`src/rtl/mem_arbiter_if.sv`:
```
// Bundle of the fetch-side, data-side and backend memory signals around mem_arbiter.
// The slave modport is the arbiter's view; master is the view of the stages and backend model.
interface mem_arbiter_if #(
  parameter int unsigned AW = 32,
  parameter int unsigned DW = 32
);
  // fetch side
  logic            i_req;
  logic [AW-1:0]   i_addr;
  logic [DW-1:0]   i_rdata;
  logic            i_valid;

  // data side
  logic            d_req;
  logic            d_we;
  logic [AW-1:0]   d_addr;
  logic [DW-1:0]   d_wdata;
  logic [DW/8-1:0] d_be;
  logic [DW-1:0]   d_rdata;
  logic            d_valid;

  // hazard-unit stall requests
  logic            stall_i;
  logic            stall_d;

  // backend memory port
  logic            m_req;
  logic            m_we;
  logic [AW-1:0]   m_addr;
  logic [DW-1:0]   m_wdata;
  logic [DW/8-1:0] m_be;
  logic            m_gnt;
  logic            m_rvalid;
  logic [DW-1:0]   m_rdata;

  logic            busy;

  modport slave (
    input  i_req, i_addr,
    output i_rdata, i_valid,
    input  d_req, d_we, d_addr, d_wdata, d_be,
    output d_rdata, d_valid,
    output stall_i, stall_d,
    output m_req, m_we, m_addr, m_wdata, m_be,
    input  m_gnt, m_rvalid, m_rdata,
    output busy
  );

  modport master (
    output i_req, i_addr,
    input  i_rdata, i_valid,
    output d_req, d_we, d_addr, d_wdata, d_be,
    input  d_rdata, d_valid,
    input  stall_i, stall_d,
    input  m_req, m_we, m_addr, m_wdata, m_be,
    output m_gnt, m_rvalid, m_rdata,
    input  busy
  );
endinterface

```
`src/rtl/mem_arbiter.sv`:
```
// Single-port memory arbiter between MIPS fetch (read-only) and memory stage (read/write).
// One backend transaction at a time; D wins by default, I wins a tie right after a D completion.
module mem_arbiter #(
  parameter int unsigned AW = 32,
  parameter int unsigned DW = 32
) (
  input logic          clk,
  input logic          resetn,
  mem_arbiter_if.slave bus
);

  typedef enum logic [1:0] {
    S_IDLE,
    S_REQ,
    S_WAIT
  } state_t;

  state_t          state;
  logic            ownD;
  logic            lastD;
  logic            iValidQ;
  logic            dValidQ;
  logic [DW-1:0]   iRdataQ;
  logic [DW-1:0]   dRdataQ;
  logic            mReqQ;
  logic            mWeQ;
  logic [AW-1:0]   mAddrQ;
  logic [DW-1:0]   mWdataQ;
  logic [DW/8-1:0] mBeQ;

  logic            iCand;
  logic            dCand;
  logic            grantD;
  logic            grantI;

  // A side still holding req during its own valid pulse must not be granted again.
  always_comb begin
    iCand  = bus.i_req & ~iValidQ;
    dCand  = bus.d_req & ~dValidQ;
    grantD = dCand & ~(iCand & lastD);
    grantI = iCand & ~grantD;
  end

  always_ff @(posedge clk) begin
    if (!resetn) begin
      state   <= S_IDLE;
      ownD    <= 1'b0;
      lastD   <= 1'b0;
      iValidQ <= 1'b0;
      dValidQ <= 1'b0;
      iRdataQ <= '0;
      dRdataQ <= '0;
      mReqQ   <= 1'b0;
      mWeQ    <= 1'b0;
      mAddrQ  <= '0;
      mWdataQ <= '0;
      mBeQ    <= '0;
    end else begin
      iValidQ <= 1'b0;
      dValidQ <= 1'b0;
      case (state)
        S_IDLE: begin
          if (grantD) begin
            state   <= S_REQ;
            mReqQ   <= 1'b1;
            ownD    <= 1'b1;
            mWeQ    <= bus.d_we;
            mAddrQ  <= bus.d_addr;
            mWdataQ <= bus.d_wdata;
            mBeQ    <= bus.d_be;
          end else if (grantI) begin
            state   <= S_REQ;
            mReqQ   <= 1'b1;
            ownD    <= 1'b0;
            mWeQ    <= 1'b0;
            mAddrQ  <= bus.i_addr;
            mWdataQ <= '0;
            mBeQ    <= '1;
          end
        end
        S_REQ: begin
          if (bus.m_gnt) begin
            state <= S_WAIT;
            mReqQ <= 1'b0;
          end
        end
        S_WAIT: begin
          // Completion is delivered even if the owner dropped req; the stage discards it.
          if (bus.m_rvalid) begin
            state <= S_IDLE;
            lastD <= ownD;
            if (ownD) begin
              dRdataQ <= bus.m_rdata;
              dValidQ <= 1'b1;
            end else begin
              iRdataQ <= bus.m_rdata;
              iValidQ <= 1'b1;
            end
          end
        end
        default: state <= S_IDLE;
      endcase
    end
  end

  assign bus.i_rdata = iRdataQ;
  assign bus.i_valid = iValidQ;
  assign bus.d_rdata = dRdataQ;
  assign bus.d_valid = dValidQ;
  assign bus.stall_i = bus.i_req & ~iValidQ;
  assign bus.stall_d = bus.d_req & ~dValidQ;
  assign bus.m_req   = mReqQ;
  assign bus.m_we    = mWeQ;
  assign bus.m_addr  = mAddrQ;
  assign bus.m_wdata = mWdataQ;
  assign bus.m_be    = mBeQ;
  assign bus.busy    = (state != S_IDLE);

endmodule

```
`src/flat_wrapper.sv`:
```
// flat-port wrapper written by rule: the top's interface ports become plain ports
module mem_arbiter_flat 
#(
  parameter int unsigned AW = 32,
  parameter int unsigned DW = 32
)
  (clk, resetn, bus_i_req, bus_i_addr, bus_i_rdata, bus_i_valid, bus_d_req, bus_d_we, bus_d_addr, bus_d_wdata, bus_d_be, bus_d_rdata, bus_d_valid, bus_stall_i, bus_stall_d, bus_m_req, bus_m_we, bus_m_addr, bus_m_wdata, bus_m_be, bus_m_gnt, bus_m_rvalid, bus_m_rdata, bus_busy);
  mem_arbiter_if #(.AW(AW), .DW(DW)) bus_i ();
  input logic clk;
  input logic resetn;
  input wire logic [$bits(bus_i.i_req)-1:0] bus_i_req;
  input wire logic [$bits(bus_i.i_addr)-1:0] bus_i_addr;
  output wire logic [$bits(bus_i.i_rdata)-1:0] bus_i_rdata;
  output wire logic [$bits(bus_i.i_valid)-1:0] bus_i_valid;
  input wire logic [$bits(bus_i.d_req)-1:0] bus_d_req;
  input wire logic [$bits(bus_i.d_we)-1:0] bus_d_we;
  input wire logic [$bits(bus_i.d_addr)-1:0] bus_d_addr;
  input wire logic [$bits(bus_i.d_wdata)-1:0] bus_d_wdata;
  input wire logic [$bits(bus_i.d_be)-1:0] bus_d_be;
  output wire logic [$bits(bus_i.d_rdata)-1:0] bus_d_rdata;
  output wire logic [$bits(bus_i.d_valid)-1:0] bus_d_valid;
  output wire logic [$bits(bus_i.stall_i)-1:0] bus_stall_i;
  output wire logic [$bits(bus_i.stall_d)-1:0] bus_stall_d;
  output wire logic [$bits(bus_i.m_req)-1:0] bus_m_req;
  output wire logic [$bits(bus_i.m_we)-1:0] bus_m_we;
  output wire logic [$bits(bus_i.m_addr)-1:0] bus_m_addr;
  output wire logic [$bits(bus_i.m_wdata)-1:0] bus_m_wdata;
  output wire logic [$bits(bus_i.m_be)-1:0] bus_m_be;
  input wire logic [$bits(bus_i.m_gnt)-1:0] bus_m_gnt;
  input wire logic [$bits(bus_i.m_rvalid)-1:0] bus_m_rvalid;
  input wire logic [$bits(bus_i.m_rdata)-1:0] bus_m_rdata;
  output wire logic [$bits(bus_i.busy)-1:0] bus_busy;
  assign bus_i.i_req = bus_i_req;
  assign bus_i.i_addr = bus_i_addr;
  assign bus_i_rdata = bus_i.i_rdata;
  assign bus_i_valid = bus_i.i_valid;
  assign bus_i.d_req = bus_d_req;
  assign bus_i.d_we = bus_d_we;
  assign bus_i.d_addr = bus_d_addr;
  assign bus_i.d_wdata = bus_d_wdata;
  assign bus_i.d_be = bus_d_be;
  assign bus_d_rdata = bus_i.d_rdata;
  assign bus_d_valid = bus_i.d_valid;
  assign bus_stall_i = bus_i.stall_i;
  assign bus_stall_d = bus_i.stall_d;
  assign bus_m_req = bus_i.m_req;
  assign bus_m_we = bus_i.m_we;
  assign bus_m_addr = bus_i.m_addr;
  assign bus_m_wdata = bus_i.m_wdata;
  assign bus_m_be = bus_i.m_be;
  assign bus_i.m_gnt = bus_m_gnt;
  assign bus_i.m_rvalid = bus_m_rvalid;
  assign bus_i.m_rdata = bus_m_rdata;
  assign bus_busy = bus_i.busy;
  mem_arbiter #(.AW(AW), .DW(DW)) u_core (.clk(clk), .resetn(resetn), .bus(bus_i));
endmodule
```
`config.mk`:
```
export PLATFORM = sky130hd
export DESIGN_NAME = mem_arbiter_flat
export DESIGN_NICKNAME = d
export VERILOG_FILES = /design/src/rtl/mem_arbiter_if.sv /design/src/rtl/mem_arbiter.sv /design/src/flat_wrapper.sv
export SDC_FILE = /design/constraint.sdc
export NUM_CORES = 1
export LEC_CHECK = 0
export ABC_AREA = 1
export CAP_MARGIN = 40
export CORE_UTILIZATION = 45
export DETAILED_ROUTE_END_ITERATION = 10
export DONT_BUFFER_PORTS = 1
export PLACE_DENSITY = 0.69
export SYNTH_ARGS = -nofsm -noshare
export SYNTH_HDL_FRONTEND = slang
export SYNTH_SLANG_ARGS = --single-unit
export TNS_END_PERCENT = 50
```
`constraint.sdc`:
```
create_clock -name clk -period 1.7 [get_ports clk]
set_clock_uncertainty 0.2 [all_clocks]
set_input_delay 0.34 -clock clk [delete_from_list [all_inputs] [get_ports clk]]
set_output_delay 0.34 -clock clk [all_outputs]
set_load 0.005 [all_outputs]
```
==> results of run 1 <==
==> cell families after synthesis <==
logic type,synth area share
AND/OR/NAND/NOR,0.322
buffers and inverters,0.120
flip-flops,0.470
AO/OA/AOI/OAI,0.0873
==> per-stage QoR <==
step	setup WS, ps	util	hold slack [ps]	power, W
2_1_floorplan	212	-	243	0.00422
3_3_place_gp	32.7	0.488	244	0.00445
3_5_place_dp	15.4	0.488	249	0.00447
4_1_cts	0.967	0.643	3.97	0.00849
5_1_grt	-1.85	0.648	7.39	0.00884
6_report	61.6	0.648	11.5	0.00850
==> path summary, 6_finish.rpt <==
path,endpoint,start
worst max-delay path,bus_stall_d,u_core.bus.d_valid$_SDFF_PN0_
worst min-delay path,u_core.bus.m_addr[23]$_SDFFE_PN0P_,bus_d_addr[23]
worst max register to register,u_core.bus.m_addr[4]$_SDFFE_PN0P_,u_core.bus.d_valid$_SDFF_PN0_
worst min register to register,u_core.bus.d_rdata[18]$_SDFFE_PN0P_,u_core.bus.d_rdata[18]$_SDFFE_PN0P_
==> layer usage <==
layer	share of wire	routed length, um	vias up	global-route usage
met3	0.093	1790	76	0.0875
met2	0.47	9080	339	0.449
met5	0	0	-	0
met4	0.040	762	0	0.149
li1	-	-	2977	-
met1	0.40	7590	2779	0.297
==> layout make-up <==
type                       instances  share of cell area
sequential                       140               0.339
multi-input combinational        563               0.297
timing repair buffer             163               0.215
clock buffer                      19              0.0523
inverter                         114              0.0518
tap                              172              0.0260
clock inverter                    13              0.0186
antenna                            2            0.000604
==> cells in the mapped netlist (all sizes together) <==
library cell and instances:
nand2 212, dfxtp 140, nand3 133, inv 114, nor2 113, a21oi 103
buf 42, clkbuf 18, nand4 1, o21ai 1
==> repair_timing <==
item / CTS / global route
setup endpoints to repair: 2 / 14
hold buffers: 133 / 0
gates cloned: 1 / 1
setup buffers: 2 / 4
resized for setup: 3 / 3
hold endpoints to repair: 134 / 0
pin swaps: 2 / 4
==> where the power goes <==
part	switching [W]	internal (W)	total, W
combinational	0.000619	0.000552	0.00117
sequential	0.000152	0.00346	0.00361
clock	0.00153	0.00220	0.00373
total	0.00230	0.00621	0.00850
==> critical path, stage by stage (launching register included) <==
cell,delay [ps]
dfxtp_1,350
nor2_4,130
buf_8,200
==> state kept, by name, summed over array words and instances (netlist names) <==
signal,count
u_core.ownD,1
u_core.bus.m_be,4
u_core.bus.d_rdata,32
u_core.bus.m_we,1
u_core.bus.d_valid,1
u_core.bus.m_req,1
u_core.bus.i_valid,1
u_core.bus.i_rdata,32
u_core.lastD,1
u_core.bus.m_addr,32
u_core.bus.m_wdata,32
u_core.state,2
==> run summary, run 1 <==
synthesized area -> 5960 sq um
Clock Tree Root -> clkbuf_16
Mean Syn Cell Area -> 6.80 sq um
initial antenna violation count -> 1
DRC -> 0
post-synth cell types -> 17
via count -> 6171
CP Capture Type -> output port
worst path arrival time -> 1100 ps
Synth top area share -> 0.470
Area Growth Syn to Fin -> 38.9%
ANT nets after route -> 0
Worst Tran Pin Value -> 292 ps
maximum number of pins on one net before global-route repair -> 58
HP Class -> in -> reg
Hold Crit Depth -> 4
WP data required -> 1160 ps
startpoint types -> flip-flop
Site Rows -> 41
commonest non-fill, non-tap cell in the layout -> nand2_1
relative slew slack -> 0.805
Pwr Density -> 1030 nW/um^2
Via density -> 5.20
worst setup path class -> reg -> out
Fin. Hold Viols -> 0
Ports -> 278
gpl congestion -> 0.772
r2r setup slk -> 120 ps
first-pass GRT wire length -> 28.0 mm
Initial DRT Pass Iterations -> 5
die width -> 117 um
Post-Route WL -> 19.2 mm
IO Port Bufs -> 0
GR Overflow Total -> 0
Post-Layout Inst Area -> 8280 sq um
Ys Warns -> 0
Die H -> 117 um
Max VDD drop -> 0.000588 V
most frequent cells in the layout -> 207 x nand2_1, 138 x dfxtp_1, 132 x nand3_1, 132 x dlygate4sd3_1, 109 x nor2_1
min cycle time layout -> 1640 ps
Synth area leaders -> dfxtp_1 47%, nand2_1 13%, nand3_1 11%
CTS H-Tree Depth -> 4
Core Footprint -> 12800 sq um
setup violators final -> 0
FMAX -> 610 MHz
share of layout cells above drive strength 1 -> 0.0781
Setup TNS -> 0 ps
Post-Synthesis Cells -> 877
CTS tree -> built
total global-route track usage -> 0.266
outcome -> completed
Post-Place Cells -> 1011
flop and latch count out of synthesis -> 140
Final Net Count -> 1138
Crit Path Max Fanout -> 21
vias in the first global route -> 5767
clock sinks -> 140
Routed WL per cell -> 16.2 um
maxcap violations -> 0
Clk pin slew, worst setup/hold paths -> 60 ps
Max clock buf depth -> 2
Net Count, Synth -> 1016
register area share after synthesis -> 0.470
final cell count without fillers -> 1186
DP Area -> 6230 sq um
drt initial violations -> 572
multi-input logic area -> 2460 sq um
Leakage -> 3.69 nW
worst r2r path cells -> 8
FILL cells -> 1011
Slew Limit Fails -> 0
FF/Latch Area -> 2810 sq um
clk_lat worst skew -> 420 ps
final period utilization -> 0.964
post-synth top area cell -> dfxtp_1
starting density of the core -> 0.467
dpl hpwl -> 10.9 mm
CTS buffer count -> 17
Die Footprint -> 13700 sq um
Note: power is estimated with default switching activity, not from simulation.
==> run 2: changes to the inputs <==
Clock period 1.7 ns to 1.6 ns, I/O delays scaled along.
==> run 2 against run 1 <==
Against the previous run: critical endpoint unchanged; worst setup slack worse by 150 ps; largest cell class unchanged; critical path depth up 1; total power grew 9.7%; count of clock-buffer cells in the layout stayed put; utilization rose by 4.3 points; the flow now finishes with violations (negative setup slack); global-route usage up 0.94 points; non-clock buffer count rose by 21; flip-flop and latch count stayed put.
==> run summary, run 2 (synthesis gave the netlist of run 1 again) <==
outcome -> finished, violations left (was completed)
failing checks -> negative setup slack
min cycle time layout -> 1690 ps
die width -> 117 um (unchanged)
Max VDD drop -> 0.000865 V (was 0.000588 V)
Slowest cell on crit path -> dfxtp_2 (was dfxtp_1)
startpoint types -> flip-flop (unchanged)
drt initial violations -> 750 (was 572)
Routed WL per cell -> 18.0 um (was 16.2 um)
Initial DRT Pass Iterations -> 6 (was 5)
Clk pwr share -> 0.432 (was 0.438)
first-pass GRT wire length -> 28.9 mm (was 28.0 mm)
RSZ-0062 raised after global routing -> true
dpl hpwl -> 10.8 mm (was 10.9 mm)
worst path arrival time -> 1170 ps (was 1100 ps)
post-layout util -> 0.692 (was 0.648)
combinational share of power -> 0.157 (was 0.138)
starting density of the core -> 0.467 (unchanged)
FILL cells -> 924 (was 1011)
CTS H-Tree Depth -> 4 (unchanged)
total global-route track usage -> 0.276 (was 0.266)
worst setup path class -> reg -> out (unchanged)
initial antenna violation count -> 1 (unchanged)
CP cell instances -> buf_6, nor2_4, buf_12 (was nor2_4, buf_8)
min setup slack post-route -> -92.9 ps (was 61.6 ps)
via count -> 6496 (was 6171)
CTS tree -> built (unchanged)
clk_lat worst skew -> 410 ps (was 420 ps)
Final Net Count -> 1159 (was 1138)
Slew Limit Fails -> 0 (unchanged)
Post-Route WL -> 21.6 mm (was 19.2 mm)
Core Footprint -> 12800 sq um (unchanged)
Ports -> 278 (unchanged)
vias in the first global route -> 5895 (was 5767)
maximum number of pins on one net before global-route repair -> 58 (unchanged)
most frequent cells in the layout -> 179 x nand2_1, 136 x dlygate4sd3_1, 136 x dfxtp_1 (was 207 x nand2_1, 138 x dfxtp_1, 132 x nand3_1, 132 x dlygate4sd3_1, 109 x nor2_1)
Clk pin slew, worst setup/hold paths -> 60 ps (about the same)
FMAX -> 591 MHz
Buffers & Inverters on Critical Path -> 2 (was 1)
multi-input logic area -> 2710 sq um (was 2460 sq um)
commonest non-fill, non-tap cell in the layout -> nand2_1 (unchanged)
Hold WS -> 71.6 ps (was 11.5 ps)
CP delay by family, top -> flip-flops (unchanged)
Pwr Density -> 1060 nW/um^2 (was 1030 nW/um^2)
Crit Path Max Fanout -> 6 (was 21)
setup violators final -> 46 (was 0)
maxcap violations -> 0 (unchanged)
Worst Tran Pin Value -> 293 ps (was 292 ps)
NetSw -> 0.00248 W (was 0.00230 W)
Die Footprint -> 13700 sq um (unchanged)
DRC -> 0 (unchanged)
ANT nets after route -> 0 (unchanged)
sw frac -> 0.266 (was 0.270)
final period utilization -> 1.06
sequential share of power -> 0.411 (was 0.424)
HP Class -> in -> reg (unchanged)
IO Port Bufs -> 0 (unchanged)
Site Rows -> 41 (unchanged)
Fin. Hold Viols -> 0 (unchanged)
Die H -> 117 um (unchanged)
Area Growth Syn to Fin -> 48.2% (was 38.9%)
clock sinks -> 140 (unchanged)
Clock Tree Root -> clkbuf_16 (unchanged)
cell internal pwr -> 0.00685 W (was 0.00621 W)
Max clock buf depth -> 2 (unchanged)
CP Capture Type -> output port (unchanged)
GR Overflow Total -> 0 (unchanged)
share of layout cells above drive strength 1 -> 0.157 (was 0.0781)
FF/Latch Area -> 2810 sq um (about the same)
gpl congestion -> 0.777 (was 0.772)
Leakage -> 3.91 nW (was 3.69 nW)
relative slew slack -> 0.805 (about the same)
CTS buffer count -> 17 (unchanged)
Via density -> 5.39 (was 5.20)
WP data required -> 1080 ps (was 1160 ps)
slowest cell delay on critical path -> 330 ps (was 350 ps)
-- run 2: power by group through the flow --
| stage | Combinational [W] | Sequential, W | Clock, W |
|---|---|---|---|
| global route | 0.00158 | 0.00385 | 0.00423 |
| global placement | 0.000846 | 0.00390 | 0 |
| detailed placement | 0.000857 | 0.00390 | 0 |
| CTS | 0.00127 | 0.00383 | 0.00411 |
| finish | 0.00146 | 0.00384 | 0.00404 |
| floorplan | 0.000637 | 0.00385 | 0 |
-- run 2: repair_timing --
action | CTS | global route
pin swaps | 2 | 11
hold buffers | 137 | 0
gates cloned | 3 | 6
resized for setup | 13 | 78
hold endpoints to repair | 135 | 0
setup buffers | 8 | 3
setup endpoints to repair | 11 | 98
-- run 2: worst reg2reg max path, delay by kind of cell (launching register included) --
| family | cells | cell delay (ps) |
|---|---|---|
| buffers and inverters | 4 | 550 |
| and+or+nand+nor | 5 | 520 |
| DFF | 1 | 330 |
-- run 2: per-layer routing --
layer | vias to the layer above | global-route usage | routed length [um]
met5 | - | 0 | 0
met4 | 0 | 0.141 | 692
met3 | 76 | 0.0994 | 2390
met2 | 428 | 0.465 | 10800
met1 | 2962 | 0.307 | 7790
li1 | 3030 | - | -
-- run 2: final timing paths --
path | slack (ps) | to | cells after the start | start
worst max-delay path | -90 | bus_stall_d | 3 | u_core.bus.d_valid$_SDFF_PN0_
worst min register to register | 290 | u_core.bus.d_rdata[22]$_SDFFE_PN0P_ | 2 | u_core.bus.d_rdata[22]$_SDFFE_PN0P_
worst max register to register | -90 | u_core.bus.m_addr[8]$_SDFFE_PN0P_ | 9 | u_core.bus.d_valid$_SDFF_PN0_
worst min-delay path | 70 | u_core.bus.m_req$_SDFFE_PN0P_ | 5 | bus_d_req
-- run 2: stage by stage --
step	TNS, ps	setup WS (ps)	total power (W)	instances	instance area (sq um)
final	-1310	-92.9	0.00933	1205	8840
after floorplan	0	132	0.00449	877	5960
after CTS	-62.4	-62.4	0.00920	1197	8470
after global routing	-5420	-158	0.00966	1205	8840
after detailed placement	-17.5	-11.2	0.00476	1018	6290
after global placement	-12.7	-12.2	0.00475	1018	6290
-- run 2: final cells by class --
| class | count | share of cell area |
|---|---|---|
| flip-flops and latches | 140 | 0.318 |
| multi-input cells | 563 | 0.307 |
| repair buffers | 184 | 0.233 |
| clock buffers | 19 | 0.0501 |
| inverters | 114 | 0.0491 |
| well taps | 172 | 0.0244 |
| clock inverters | 12 | 0.0184 |
| diodes | 1 | 0.000283 |
==> run 3: changes to the inputs <==
Settings changed: CORE_MARGIN set to 3, PLACE_DENSITY 0.69 to unset.
==> run 3 against run 2 <==
Against the previous run: the run still ends with negative setup slack left; cell count down 0.41%; total power grew 4.7%; register-to-register slack better by 50 ps; die area grew 6.9%; first-iteration DRC count shrank 25%; fmax increased by 0.83%; sequential share of layout area is 0.44 points higher; sequential power hardly changed; worst hold slack lost 56 ps; critical path type unchanged; critical endpoint unchanged.
==> run summary, run 3 (synthesis gave the netlist of run 1 again) <==
outcome -> finished, violations left (unchanged)
failing checks -> negative setup slack (unchanged)
vias in the first global route -> 6154 (was 5895)
Reg-to-Reg Start -> u_core.bus.d_valid$_SDFF_PN0_ (unchanged)
FILL cells -> 985 (was 924)
worst setup path class -> reg -> out (unchanged)
Fin. Hold Viols -> 0 (unchanged)
Post-Route WL -> 20.5 mm (was 21.6 mm)
Site Rows -> 41 (unchanged)
first-pass GRT wire length -> 30.7 mm (was 28.9 mm)
Hold WS -> 15.7 ps (was 71.6 ps)
maxcap violations -> 0 (unchanged)
Clk pin slew, worst setup/hold paths -> 60 ps (about the same)
Ports -> 278 (unchanged)
Worst Hold End -> u_core.bus.m_req$_SDFFE_PN0P_ (unchanged)
total global-route track usage -> 0.263 (was 0.276)
Post-Place Cells -> 1014 (was 1018)
final period utilization -> 1.05 (was 1.06)
WP data required -> 1080 ps (about the same)
Max clock buf depth -> 2 (unchanged)
Initial DRT Pass Iterations -> 5 (was 6)
share of layout cells above drive strength 1 -> 0.0964 (was 0.157)
clk_lat worst skew -> 410 ps (about the same)
Post-Layout Inst Area -> 8700 sq um (was 8840 sq um)
IO Port Bufs -> 0 (unchanged)
maximum number of pins on one net before global-route repair -> 56 (was 58)
Core Footprint -> 12800 sq um (unchanged)
ANT nets after route -> 0 (unchanged)
reg2reg end -> u_core.bus.m_addr[2]$_SDFFE_PN0P_ (was u_core.bus.m_addr[8]$_SDFFE_PN0P_)
RSZ-0062 raised after global routing -> true (unchanged)
min cycle time layout -> 1680 ps (was 1690 ps)
Crit Path Max Fanout -> 7 (was 6)
post-layout util -> 0.681 (was 0.692)
CTS H-Tree Depth -> 4 (unchanged)
GR Overflow Total -> 0 (unchanged)
setup violators final -> 3 (was 46)
Max VDD drop -> 0.000738 V (was 0.000865 V)
HP Class -> in -> reg (unchanged)
initial antenna violation count -> 0 (was 1)
min setup slack post-route -> -78.9 ps (was -92.9 ps)
FMAX -> 596 MHz (was 591 MHz)
Via density -> 5.21 (was 5.39)
CTS buffer count -> 17 (unchanged)
gpl congestion -> 0.817 (was 0.777)
DP Area -> 6250 sq um (was 6290 sq um)
Hold Crit Depth -> 5 (unchanged)
Clock Tree Root -> clkbuf_16 (unchanged)
Routed WL per cell -> 17.1 um (was 18.0 um)
CP Capture Type -> output port (unchanged)
r2r setup slk -> -40 ps (was -90 ps)
drt initial violations -> 564 (was 750)
clock sinks -> 140 (unchanged)
DRC -> 0 (unchanged)
Die H -> 121 um (was 117 um)
Final Net Count -> 1154 (was 1159)
Worst Tran Pin Value -> 277 ps (was 293 ps)
worst path arrival time -> 1160 ps (was 1170 ps)
commonest non-fill, non-tap cell in the layout -> nand2_1 (unchanged)
Leakage -> 3.89 nW (was 3.91 nW)
Slew Limit Fails -> 0 (unchanged)
starting density of the core -> 0.467 (unchanged)
via count -> 6247 (was 6496)
CTS tree -> built (unchanged)
worst r2r path cells -> 9 (unchanged)
dpl hpwl -> 11.4 mm (was 10.8 mm)
Setup TNS -> -119 ps (was -1310 ps)
most frequent cells in the layout -> 205 x nand2_1, 137 x dfxtp_1, 136 x dlygate4sd3_1 (was 179 x nand2_1, 136 x dlygate4sd3_1, 136 x dfxtp_1)
Die Footprint -> 14700 sq um (was 13700 sq um)
Pwr Density -> 1120 nW/um^2 (was 1060 nW/um^2)
die width -> 121 um (was 117 um)
relative slew slack -> 0.815 (was 0.805)
final cell count without fillers -> 1200 (was 1205)
min-delay src -> bus_d_req (unchanged)
startpoint types -> flip-flop (unchanged)
Area Growth Syn to Fin -> 46.0% (was 48.2%)
## run 3: per-layer routing
layer | share of wire | routed length, um | GRT usage | vias to the layer above
met1 | 0.37 | 7620 | 0.294 | 2829
met2 | 0.49 | 10100 | 0.438 | 337
met5 | 0 | 0 | 0 | -
li1 | - | - | - | 3007
met4 | 0.038 | 769 | 0.135 | 0
met3 | 0.099 | 2040 | 0.0951 | 74
## run 3: area by class of cell
cell class	count	area, sq um	share of cell area
Clock buffer	21	470	0.0541
Timing Repair Buffer	179	2050	0.236
Antenna cell	1	2.50	0.000288
Sequential cell	140	2810	0.322
Clock inverter	10	211	0.0243
Multi-Input combinational cell	563	2510	0.289
Inverter	114	434	0.0499
Tap cell	172	215	0.0247
## run 3: worst max-delay path, stage by stage, from the launching register on
cell and delay [ps]:
dfxtp_2 320, buf_6 120, nor2_4 140, buf_12 160
## run 3: report_power, final
group	internal, W	switching (W)	leakage (nW)
combinational	0.000675	0.000713	2.41
sequential	0.00367	0.000167	1.14
clock	0.00305	0.00150	0.333
total	0.00739	0.00238	3.89
## run 3: per-stage QoR
stage | setup WS [ps] | total power [W]
after floorplan | 132 | 0.00449
after global placement | 98.1 | 0.00472
after detailed placement | 88.1 | 0.00475
after CTS | -69.5 | 0.00965
after global routing | -125 | 0.0101
final | -78.9 | 0.00978
## run 3: worst max path at each step
| stage | startpoint | end | slack, ps | cells after the start |
|---|---|---|---|---|
| final | u_core.bus.d_valid$_SDFF_PN0_ | bus_stall_d | -80 | 3 |
| after global routing | u_core.bus.d_valid$_SDFF_PN0_ | bus_stall_d | -130 | 3 |
| after detailed placement | u_core.bus.d_valid$_SDFF_PN0_ | u_core.bus.m_addr[1]$_SDFFE_PN0P_ | 90 | 8 |
| after CTS | u_core.bus.d_valid$_SDFF_PN0_ | bus_stall_d | -70 | 3 |
| after global placement | u_core.bus.d_valid$_SDFF_PN0_ | u_core.bus.m_addr[22]$_SDFFE_PN0P_ | 100 | 8 |
| after floorplan | resetn | u_core.bus.m_wdata[11]$_SDFFE_PN0P_ | 130 | 5 |
## run 3: repair_timing
item                                    4_1_cts  5_1_grt
hold buffers                                137        0
endpoints found under the hold margin       135        0
gates resized for setup                       6       22
endpoints found under the setup margin        3       79
buffers inserted                              8        1
gates cloned                                  4        5
pin swaps                                     2        3
